==> src/rtl/fxfl_pkg.sv <==
// Shared definitions for the batch fixed-to-float converter: FSM states,
// rounding-mode encoding and parameter-derived helper functions.
package fxfl_pkg;

    typedef enum logic [2:0] {
        IDLE,
        READ,
        CLASSIFY,
        NORM,
        ROUND,
        WRITE,
        NEXT
    } state_t;

    localparam logic RND_TRUNC = 1'b0;
    localparam logic RND_RNE   = 1'b1;

    function automatic int unsigned exp_bias(input int unsigned exp_w);
        return (1 << (exp_w - 1)) - 1;
    endfunction

    function automatic int unsigned in_bytes(input int unsigned in_w);
        return in_w / 8;
    endfunction

    function automatic int unsigned out_bytes(input int unsigned exp_w, input int unsigned man_w);
        return (1 + exp_w + man_w) / 8;
    endfunction

endpackage

==> src/rtl/fxfl_round.sv <==
// Combinational rounder: applies truncate or round-nearest-even to a mantissa,
// propagates the carry into the exponent and saturates to infinity on overflow.
module fxfl_round
    import fxfl_pkg::*;
#(
    parameter int unsigned EXP_W = 5,
    parameter int unsigned MAN_W = 10
) (
    input  logic [MAN_W-1:0] mant_in,
    input  logic [31:0]      exp_in,
    input  logic             g,
    input  logic             s,
    input  logic             rnd_mode,
    output logic [MAN_W-1:0] mant_out,
    output logic [EXP_W-1:0] exp_out,
    output logic             inexact,
    output logic             overflow
);

    localparam logic [31:0] EXP_MAX = 32'((1 << EXP_W) - 1);

    logic           inc;
    logic [MAN_W:0] mant_sum;
    logic [31:0]    exp_r;

    always_comb begin
        inc      = (rnd_mode == RND_RNE) && g && (s || mant_in[0]);
        mant_sum = {1'b0, mant_in} + {{MAN_W{1'b0}}, inc};
        exp_r    = exp_in + {31'd0, mant_sum[MAN_W]};
        inexact  = g | s;
        overflow = (exp_r >= EXP_MAX);
        if (overflow) begin
            mant_out = '0;
            exp_out  = '1;
        end else begin
            mant_out = mant_sum[MAN_W-1:0];
            exp_out  = exp_r[EXP_W-1:0];
        end
    end

endmodule

==> src/rtl/fix_to_float_batch.sv <==
// Batch converter: reads signed fixed-point operands from byte-wide memory,
// normalises one bit per cycle, rounds, and writes floats back little-endian.
module fix_to_float_batch
    import fxfl_pkg::*;
#(
    parameter int unsigned IN_W   = 16,
    parameter int unsigned FRAC_W = 8,
    parameter int unsigned EXP_W  = 5,
    parameter int unsigned MAN_W  = 10,
    parameter int unsigned ADDR_W = 8
) (
    input  logic              clk,
    input  logic              reset,
    input  logic              start,
    input  logic              rnd_mode,
    input  logic [7:0]        num_ops,
    input  logic [ADDR_W-1:0] src_base,
    input  logic [ADDR_W-1:0] dst_base,
    output logic [ADDR_W-1:0] mem_addr,
    output logic              mem_rd_en,
    input  logic [7:0]        mem_rd_data,
    output logic              mem_wr_en,
    output logic [7:0]        mem_wr_data,
    output logic              busy,
    output logic              done,
    output logic              inexact,
    output logic              overflow
);

    localparam int unsigned OUT_W = 1 + EXP_W + MAN_W;
    localparam int unsigned BIAS  = exp_bias(EXP_W);
    localparam int unsigned EXT_W = IN_W + MAN_W + 1;
    localparam int unsigned PW    = $clog2(IN_W);

    localparam logic [3:0]    IN_B_C   = 4'(in_bytes(IN_W));
    localparam logic [3:0]    OUT_B_M1 = 4'(out_bytes(EXP_W, MAN_W) - 1);
    localparam logic [PW-1:0] P_MAX    = PW'(IN_W - 1);
    localparam logic [31:0]   EXP_OFF  = 32'(BIAS - FRAC_W);

    if (!(IN_W == 8 || IN_W == 16 || IN_W == 24 || IN_W == 32)) begin : g_bad_in_w
        $error("IN_W must be 8, 16, 24 or 32");
    end
    if ((OUT_W % 8) != 0) begin : g_bad_out_w
        $error("1+EXP_W+MAN_W must be a multiple of 8");
    end
    if (BIAS < FRAC_W + 1) begin : g_bad_bias
        $error("bias-FRAC_W must be at least 1");
    end

    state_t            state_q;
    logic              rnd_q;
    logic [7:0]        ops_left_q;
    logic [ADDR_W-1:0] src_ptr_q;
    logic [ADDR_W-1:0] dst_ptr_q;
    logic [3:0]        byte_cnt_q;
    logic [IN_W-1:0]   opnd_q;
    // Bits below the leading-one position; the leading one itself is implicit.
    logic [IN_W-2:0]   mag_q;
    logic [PW-1:0]     p_q;
    logic              sign_q;
    logic [OUT_W-1:0]  result_q;
    logic              done_q;
    logic              inexact_q;
    logic              overflow_q;

    logic [IN_W-1:0]   mag_abs;
    logic [IN_W+7:0]   opnd_shift;
    logic [EXT_W-1:0]  ext;
    logic [MAN_W-1:0]  r_mant;
    logic [EXP_W-1:0]  r_exp;
    logic              r_inexact;
    logic              r_overflow;
    logic [OUT_W-1:0]  res_sh;

    always_comb begin
        mag_abs    = opnd_q[IN_W-1] ? (~opnd_q + 1'b1) : opnd_q;
        opnd_shift = {mem_rd_data, opnd_q} >> 8;
        ext        = {mag_q, {(MAN_W + 2){1'b0}}};
        res_sh     = result_q >> {byte_cnt_q, 3'b000};
    end

    fxfl_round #(
        .EXP_W (EXP_W),
        .MAN_W (MAN_W)
    ) u_round (
        .mant_in  (ext[EXT_W-1 -: MAN_W]),
        .exp_in   (32'(p_q) + EXP_OFF),
        .g        (ext[EXT_W-1-MAN_W]),
        .s        (|ext[EXT_W-2-MAN_W:0]),
        .rnd_mode (rnd_q),
        .mant_out (r_mant),
        .exp_out  (r_exp),
        .inexact  (r_inexact),
        .overflow (r_overflow)
    );

    always_ff @(posedge clk or posedge reset) begin
        if (reset) begin
            state_q    <= IDLE;
            rnd_q      <= 1'b0;
            ops_left_q <= '0;
            src_ptr_q  <= '0;
            dst_ptr_q  <= '0;
            byte_cnt_q <= '0;
            opnd_q     <= '0;
            mag_q      <= '0;
            p_q        <= '0;
            sign_q     <= 1'b0;
            result_q   <= '0;
            done_q     <= 1'b0;
            inexact_q  <= 1'b0;
            overflow_q <= 1'b0;
        end else begin
            unique case (state_q)
                IDLE: begin
                    if (start) begin
                        rnd_q      <= rnd_mode;
                        ops_left_q <= num_ops;
                        src_ptr_q  <= src_base;
                        dst_ptr_q  <= dst_base;
                        byte_cnt_q <= '0;
                        done_q     <= 1'b0;
                        inexact_q  <= 1'b0;
                        overflow_q <= 1'b0;
                        state_q    <= (num_ops == 8'd0) ? NEXT : READ;
                    end
                end
                READ: begin
                    // Read data lags the strobe by one cycle; bytes shift in from the top.
                    if (byte_cnt_q != 4'd0) begin
                        opnd_q <= opnd_shift[IN_W-1:0];
                    end
                    if (byte_cnt_q == IN_B_C) begin
                        byte_cnt_q <= '0;
                        state_q    <= CLASSIFY;
                    end else begin
                        byte_cnt_q <= byte_cnt_q + 4'd1;
                        src_ptr_q  <= src_ptr_q + 1'b1;
                    end
                end
                CLASSIFY: begin
                    sign_q <= opnd_q[IN_W-1];
                    mag_q  <= mag_abs[IN_W-2:0];
                    p_q    <= P_MAX;
                    if (mag_abs == '0) begin
                        result_q <= '0;
                        state_q  <= WRITE;
                    end else if (mag_abs[IN_W-1]) begin
                        state_q <= ROUND;
                    end else begin
                        state_q <= NORM;
                    end
                end
                NORM: begin
                    mag_q <= {mag_q[IN_W-3:0], 1'b0};
                    p_q   <= p_q - 1'b1;
                    if (mag_q[IN_W-2]) begin
                        state_q <= ROUND;
                    end
                end
                ROUND: begin
                    result_q   <= {sign_q, r_exp, r_mant};
                    inexact_q  <= inexact_q | r_inexact;
                    overflow_q <= overflow_q | r_overflow;
                    state_q    <= WRITE;
                end
                WRITE: begin
                    dst_ptr_q <= dst_ptr_q + 1'b1;
                    if (byte_cnt_q == OUT_B_M1) begin
                        byte_cnt_q <= '0;
                        ops_left_q <= ops_left_q - 8'd1;
                        state_q    <= (ops_left_q == 8'd1) ? NEXT : READ;
                    end else begin
                        byte_cnt_q <= byte_cnt_q + 4'd1;
                    end
                end
                NEXT: begin
                    done_q  <= 1'b1;
                    state_q <= IDLE;
                end
                default: state_q <= IDLE;
            endcase
        end
    end

    always_comb begin
        mem_rd_en   = (state_q == READ) && (byte_cnt_q != IN_B_C);
        mem_wr_en   = (state_q == WRITE);
        mem_addr    = mem_rd_en ? src_ptr_q : (mem_wr_en ? dst_ptr_q : '0);
        mem_wr_data = mem_wr_en ? res_sh[7:0] : 8'd0;
        busy        = (state_q != IDLE);
        done        = done_q;
        inexact     = inexact_q;
        overflow    = overflow_q;
    end

endmodule

==> config.mk <==
export PLATFORM = sky130hd
export DESIGN_NAME = fix_to_float_batch
export DESIGN_NICKNAME = d
export VERILOG_FILES = /design/src/rtl/fxfl_pkg.sv /design/src/rtl/fxfl_round.sv /design/src/rtl/fix_to_float_batch.sv
export SDC_FILE = /design/constraint.sdc
export NUM_CORES = 1
export LEC_CHECK = 0
export ABC_AREA = 0
export CORE_UTILIZATION = 50
export CTS_CLUSTER_SIZE = 40
export DETAILED_ROUTE_END_ITERATION = 8
export PLACE_DENSITY = 0.79
export RECOVER_POWER = 25
export SYNTH_ARGS = -nofsm -noshare
export SYNTH_HDL_FRONTEND = slang
export SYNTH_HIERARCHICAL = 1
export SYNTH_SLANG_ARGS = --single-unit
==> constraint.sdc <==
create_clock -name clk -period 3.4 [get_ports clk]
set_input_delay 0.51 -clock clk [delete_from_list [all_inputs] [get_ports clk]]
set_output_delay 0.51 -clock clk [all_outputs]
set_load 0.1 [all_outputs]
Word level (Yosys, flattened, before mapping):

Cells that the tools add are included.

* input bits: 36
* output and inout port bits: 22
* register bits after elaboration: 87

* add/sub/neg operators: 9
* bitwise operators: 4
* shift-type cells: 1
* equal/unequal tests: 16
* reductions and logical operators: 27
* magnitude comparators: 1
* muxes and demuxes: 35

Operator list (number)
* $mux W8: 8
* $pmux W8 S2: 3
* $ge A32 B5 Y1 const B: 1
* $mux W16: 2
* $pmux W16 S2: 1
* $pmux W15 S2: 1
* $mux W3: 8
* $pmux W3 S6: 1
* $add A16 B1 Y16 const B: 1
* $add A8 B1 Y8 const B: 2
* $logic_not A16 Y1: 1
* $not A16 Y16: 1
* $shr A16 B7 Y8: 1
* $reduce_and A2 Y1: 7
* $mux W4: 3
* $pmux W4 S3: 1
* $reduce_bool A2 Y1: 6
* $add A10 B1 Y11: 1
* $mux W10: 1
* $ne A2 B2 Y1 const B: 5
* $eq A3 B3 Y1 const B: 3
* $eq A8 B1 Y1 const B: 1
* $logic_not A8 Y1: 1
* $pmux W4 S2: 1
* other kinds (23): 32

Depth between registers and ports, before layout:

* depth in word-level cells: 8
* mapped depth: 19
* mapped depth without buffers: 17

Hierarchy:

The synthesis kept the hierarchy.

By module, submodules not included
* fix_to_float_batch: instances 1, area each 5067.4 um^2, cells an instance 593
* fxfl_round: instances 1, area each 1196.1 um^2, cells an instance 172

Least setup slack after synthesis:

Ideal clock, no wire load.

* path type: register to output
* start point: register state_q[0]
* end point: output mem_addr[2]
* slack: -463 ps
* arrival time: 3353 ps
* buffers on the path: 2
* data required time: 2890 ps
* cell stages (with the launch flop): 6
* cells stage by stage: dfrtp_1 > clkbuf_1 > nor2b_1 > nand2_1 > clkbuf_1 > o21ai_0

* word-level cells in the longest chain between the ends: 3

RTL lines
* from (decl): RTL line fix_to_float_batch.sv:50 `state_t state_q;`
* from (signal assigned): RTL line fix_to_float_batch.sv:125 `state_q <= (num_ops == 8'd0) ? NEXT : READ;`
* from (signal assigned): RTL line fix_to_float_batch.sv:172 `state_q <= (ops_left_q == 8'd1) ? NEXT : READ;`
* $eq A3 B3 Y1 / $eq A3 B1 Y1 (equally long branches): RTL line fix_to_float_batch.sv:188, fix_to_float_batch.sv:187
* $mux W8 / $logic_and A1 B1 Y1 (equally long branches): RTL line fix_to_float_batch.sv:189, fix_to_float_batch.sv:187
* $mux W8 (*): RTL line fix_to_float_batch.sv:189 `mem_addr = mem_rd_en ? src_ptr_q : (mem_wr_en ? dst_ptr_q : '0);`
* to (decl): RTL line fix_to_float_batch.sv:19 `output logic [ADDR_W-1:0] mem_addr,`

Mark *: on every way between the ends. The rest lies on a longest branch, timed or not.

Final worst setup path:

* start point: register mag_q[0]
* end point: register result_q[3]

* word-level cells in the longest chain between the ends: 8

RTL lines
* from (decl): RTL line fix_to_float_batch.sv:58 `logic [IN_W-2:0] mag_q;`
* from (signal assigned): RTL line fix_to_float_batch.sv:143 `mag_q <= mag_abs[IN_W-2:0];`
* from (signal assigned): RTL line fix_to_float_batch.sv:155 `mag_q <= {mag_q[IN_W-3:0], 1'b0};`
* $reduce_or A4 Y1 (*): RTL line fix_to_float_batch.sv:89 `.s (|ext[EXT_W-2-MAN_W:0]),`
* $logic_or A1 B1 Y1 (*): RTL line fxfl_round.sv:27 `inc = (rnd_mode == RND_RNE) && g && (s || mant_in[0]);`
* $logic_and A1 B1 Y1 (*): RTL line fxfl_round.sv:27
* $add A10 B1 Y11 (*): RTL line fxfl_round.sv:28 `mant_sum = {1'b0, mant_in} + {{MAN_W{1'b0}}, inc};`
* $add A5 B1 Y6: RTL line fxfl_round.sv:29 `exp_r = exp_in + {31'd0, mant_sum[MAN_W]};`
* $ge A32 B5 Y1: RTL line fxfl_round.sv:31 `overflow = (exp_r >= EXP_MAX);`
* $mux W10 (*): RTL line fxfl_round.sv:32 `if (overflow) begin`
* via r_mant[3]: RTL line fix_to_float_batch.sv:69 `logic [MAN_W-1:0] r_mant;`
* $pmux W16 S2 (*): RTL line fix_to_float_batch.sv:114 `unique case (state_q)`
* to (signal assigned): RTL line fix_to_float_batch.sv:162 `result_q <= {sign_q, r_exp, r_mant};`
* to (decl): RTL line fix_to_float_batch.sv:61 `logic [OUT_W-1:0] result_q;`

The timed path passes the listed nets; every way through them passes the cells marked *.
A chain may end at the register's enable or synchronous reset.

==> impl_metrics.ini <==
[sta]
setup_slack_ns = -0.121
whs_ns = 0.497
hold_viol_final = 0
slew_viol_final = 40
fin_crit_sh_pct = 104
final.setup.tns_ns = -1.34
max_slew_margin_pct = -17.1
finalClockSkew_ns = 0.00641
max_freq_mhz = 284
tightest_slew_ns = 1.75
period_minus_slack_ns = 3.52
setup_viol = 15
rsz0062_at_grt = yes

[global_routing]
antenna_found_initial = 0
grt_pass1_wl_um = 25500
grt_overflow_total = 0
grt_pass1_vias = 5250
grt_max_degree = 40
groute.usage.overall_pct = 24.3

[setup_path]
cpLargestDelayFamily = simple AND/OR/NAND/NOR gates
endpoint_kind = flop
worstRegToRegCells = 16
critical-path-slowest-cell = or4_4
regToRegStartpoint = mag_q[0]
crit_type = reg2reg
critPathLaunchType = flop
path_buf_inv = 0
crit_chain = or4_4 > o211a_1 > ha_4 > ha_4 > nand2_4 > nor2_4 > ha_4 > and2_4 > and2_4 > o311ai_4 > nand2_2 > nor4_4 > and4_4 > and4_2 > nand2_1 > a21oi_2
worstPathArrival_ns = 3.79
cpPeakStageDelay_ns = 0.54
crit_fanout = 8
cp.required_ns = 3.67
rrSetupSlack_ns = -0.12
cp_common_cell = ha_4
worstReg2RegEnd = result_q[3]

[yosys]
synth_edf_count = 0
synth_cells = 765
synth_flop_cell = dfrtp_1
ys_types = 82
ys_seq_area_share_pct = 34.8
synth_area_leaders = dfrtp_1, nand2_1, nor2_1
ys_ff_latch = 87
yosysTopAreaCell = dfrtp_1
synth_top_area_share_pct = 34.8
ys_warn_count = 6
synth_area_um2 = 6260
synth-async-reset-ratio_pct = 100
syn_area_per_cell_um2 = 8.19

[status]
status = finished with violations
violations = max-capacitance violations, max-slew violations, negative setup slack

[layout]
final_util_pct = 66.8
antenna_cells = 0
design_area_um2 = 8100
drive_gt1_share_pct = 14.7
nNetsFinal = 980
area_delta_synth_final_pct = 29.3

[min_path]
min_path_cells = 2
hold_end = inexact
holdCritStartpoint = inexact
hp-class = reg2reg

[clocking]
htree_levels = 3
cts.path.max_buffers = 2
postCtsHoldBufs = 0
cts_tree = done
cts_buffers = 9
cts_num_sinks = 87
clk_pin_slew_ns = 0.06
insertion_delay_ns = 0.34
cts_root_buf = clkbuf_16

[detailed_routing]
wl_um = 15000
post_drt_via_cell_ratio = 5.33
post_drt_wl_per_cell_um = 13.5
postRouteAntennaNets = 0
dr.pass1.iters = 5
drc_errors = 0
num_vias = 5891
dr.first_iter.drc_count = 362

[power]
power_density_nw_per_um2 = 264
peakVddDrop_mv = 0.268
p_leak_nw = 3.67

[floorplan]
io_pins = 58
die_y_um = 114
num_rows = 40
die-area_um2 = 13000
die_x_um = 114
initial_utilization_pct = 51.7
core_area_um2 = 12100

[placed_design]
io_buffer_count = 57
dp_hpwl_um = 10800
dp_slack_ns = -0.224
gp_congestion = 0.859
postPlaceCellArea_um2 = 7680

[flow_run]
drv_cap = 1
[power by group]
group	total [W]	internal [W]	switching (W)	leakage [nW]
Combinational	0.000132	0.0000606	0.0000711	2.47
Sequential	0.00104	0.00104	0	1.06
Clock	0.000970	0.000567	0.000403	0.139
Total	0.00214	0.00166	0.000475	3.67
[layout make-up]
type | count | area (um^2)
clock buffer | 10 | 229
clock inverter | 5 | 60.1
fill | 1003 | 4020
inverter | 22 | 83.8
multi-input combinational | 729 | 4380
sequential | 87 | 2180
tap | 168 | 210
timing repair buffer | 85 | 958
[metrics by stage]
stage               std cells  total power, W
global route             1106         0.00221
finish                   1106         0.00214
global placement         1087         0.00118
CTS                      1105         0.00214
floorplan                 890         0.00112
detailed placement       1087         0.00118
[cells in the mapped netlist (3+ instances only)]
master    number
or2_2          9
or4_1          5
a21oi_1       52
nand2_1      106
o21ai_0       46
o22ai_1        7
o211ai_1       5
nor2_1        71
a21o_1         3
and4_1         6
inv_1         20
a211oi_1       4
a31oi_1       15
a311oi_1       5
mux2i_1       14
nand3_1       29
xor2_1        21
or3_1          4
and3_1        15
buf_6          3
dfrtp_1       87
o31ai_1       10
clkbuf_1      38
a22o_1         5
and2_1         6
buf_2         10
and4_2         7
o22a_1         9
ha_1          10
a21oi_2       10
o21a_1         4
xnor2_1       12
nor3_1        19
mux2_2        14
nand4_1       13
nor3b_1        3
nor2b_1        6
nor4_1         7
[state kept, by name, indices dropped and copies added, names as in the netlist, 3 cells and up]
register and count:
opnd_q 16, result_q 16, mag_q 15, dst_ptr_q 8
ops_left_q 8, src_ptr_q 8, byte_cnt_q 4, p_q 4
state_q 3
[metal layers]
metal	vias to the layer above	global-route usage [%]	wire [um]
met5	-	0	0
met4	0	7.36	222
met3	20	3.13	609
met2	145	38.5	7080
met1	2738	34.7	7050
li1	2988	-	-
[cell families after synthesis]
logic type | after synthesis | share of synthesized area [%]
adders and majority gates | 10 | 2.00
AOI/OAI and AO/OA | 198 | 20.7
muxes | 28 | 4.75
other | 1 | 0.0599
and+or+nand+nor | 333 | 28.0
DFF | 87 | 34.8
buffers and inverters | 75 | 5.05
xor gates and xnor gates | 33 | 4.61
[how the worst max path moves through the flow]
stage                     from  depth (start not counted)              to  slack, ns
floorplan           state_q[0]                          7  mem_wr_data[0]      -0.03
global placement      mag_q[3]                         16     result_q[5]      -0.11
detailed placement    mag_q[3]                         16     result_q[5]      -0.22
CTS                   mag_q[0]                         16     result_q[4]      -0.17
global route          mag_q[0]                         16     result_q[6]      -0.23
finish                mag_q[0]                         16     result_q[3]      -0.12
[worst min-delay path, stage by stage, from the launching register on]
cell     delay (ns)
dfrtp_1        0.35
a21oi_1        0.04
nor2_1         0.07
[layout by cell type, fill, tap and decap left out, drive strengths merged, types with 3 or more instances in the layout]
cell type        n
or2              9
a311oi           5
ha              10
a21o             3
nor3            19
clkbuf          11
o31ai           10
nor2b            7
and3            15
mux2i           14
xor2            21
nand2          106
a31oi           15
xnor2           12
nor4            11
dfrtp           87
o211ai           5
o22ai            7
or3              6
nand3           29
or4              7
a211oi           4
nand4           15
nor3b            4
conb           126
and2             6
inv             19
buf             46
a22o             5
a21oi           62
mux2            14
clkdlybuf4s50   37
clkinv           5
o21ai           47
and4            16
o22a             9
nor2            72
o21a             4
[what timing repair did]
action | 4_1_cts | 5_1_grt
gates cloned | 1 | 0
gates resized for setup | 12 | 8
setup endpoints to repair | 16 | 16
pin swaps | 13 | 11
buffers inserted | 2 | 1
(Power assumes the default switching activity.)
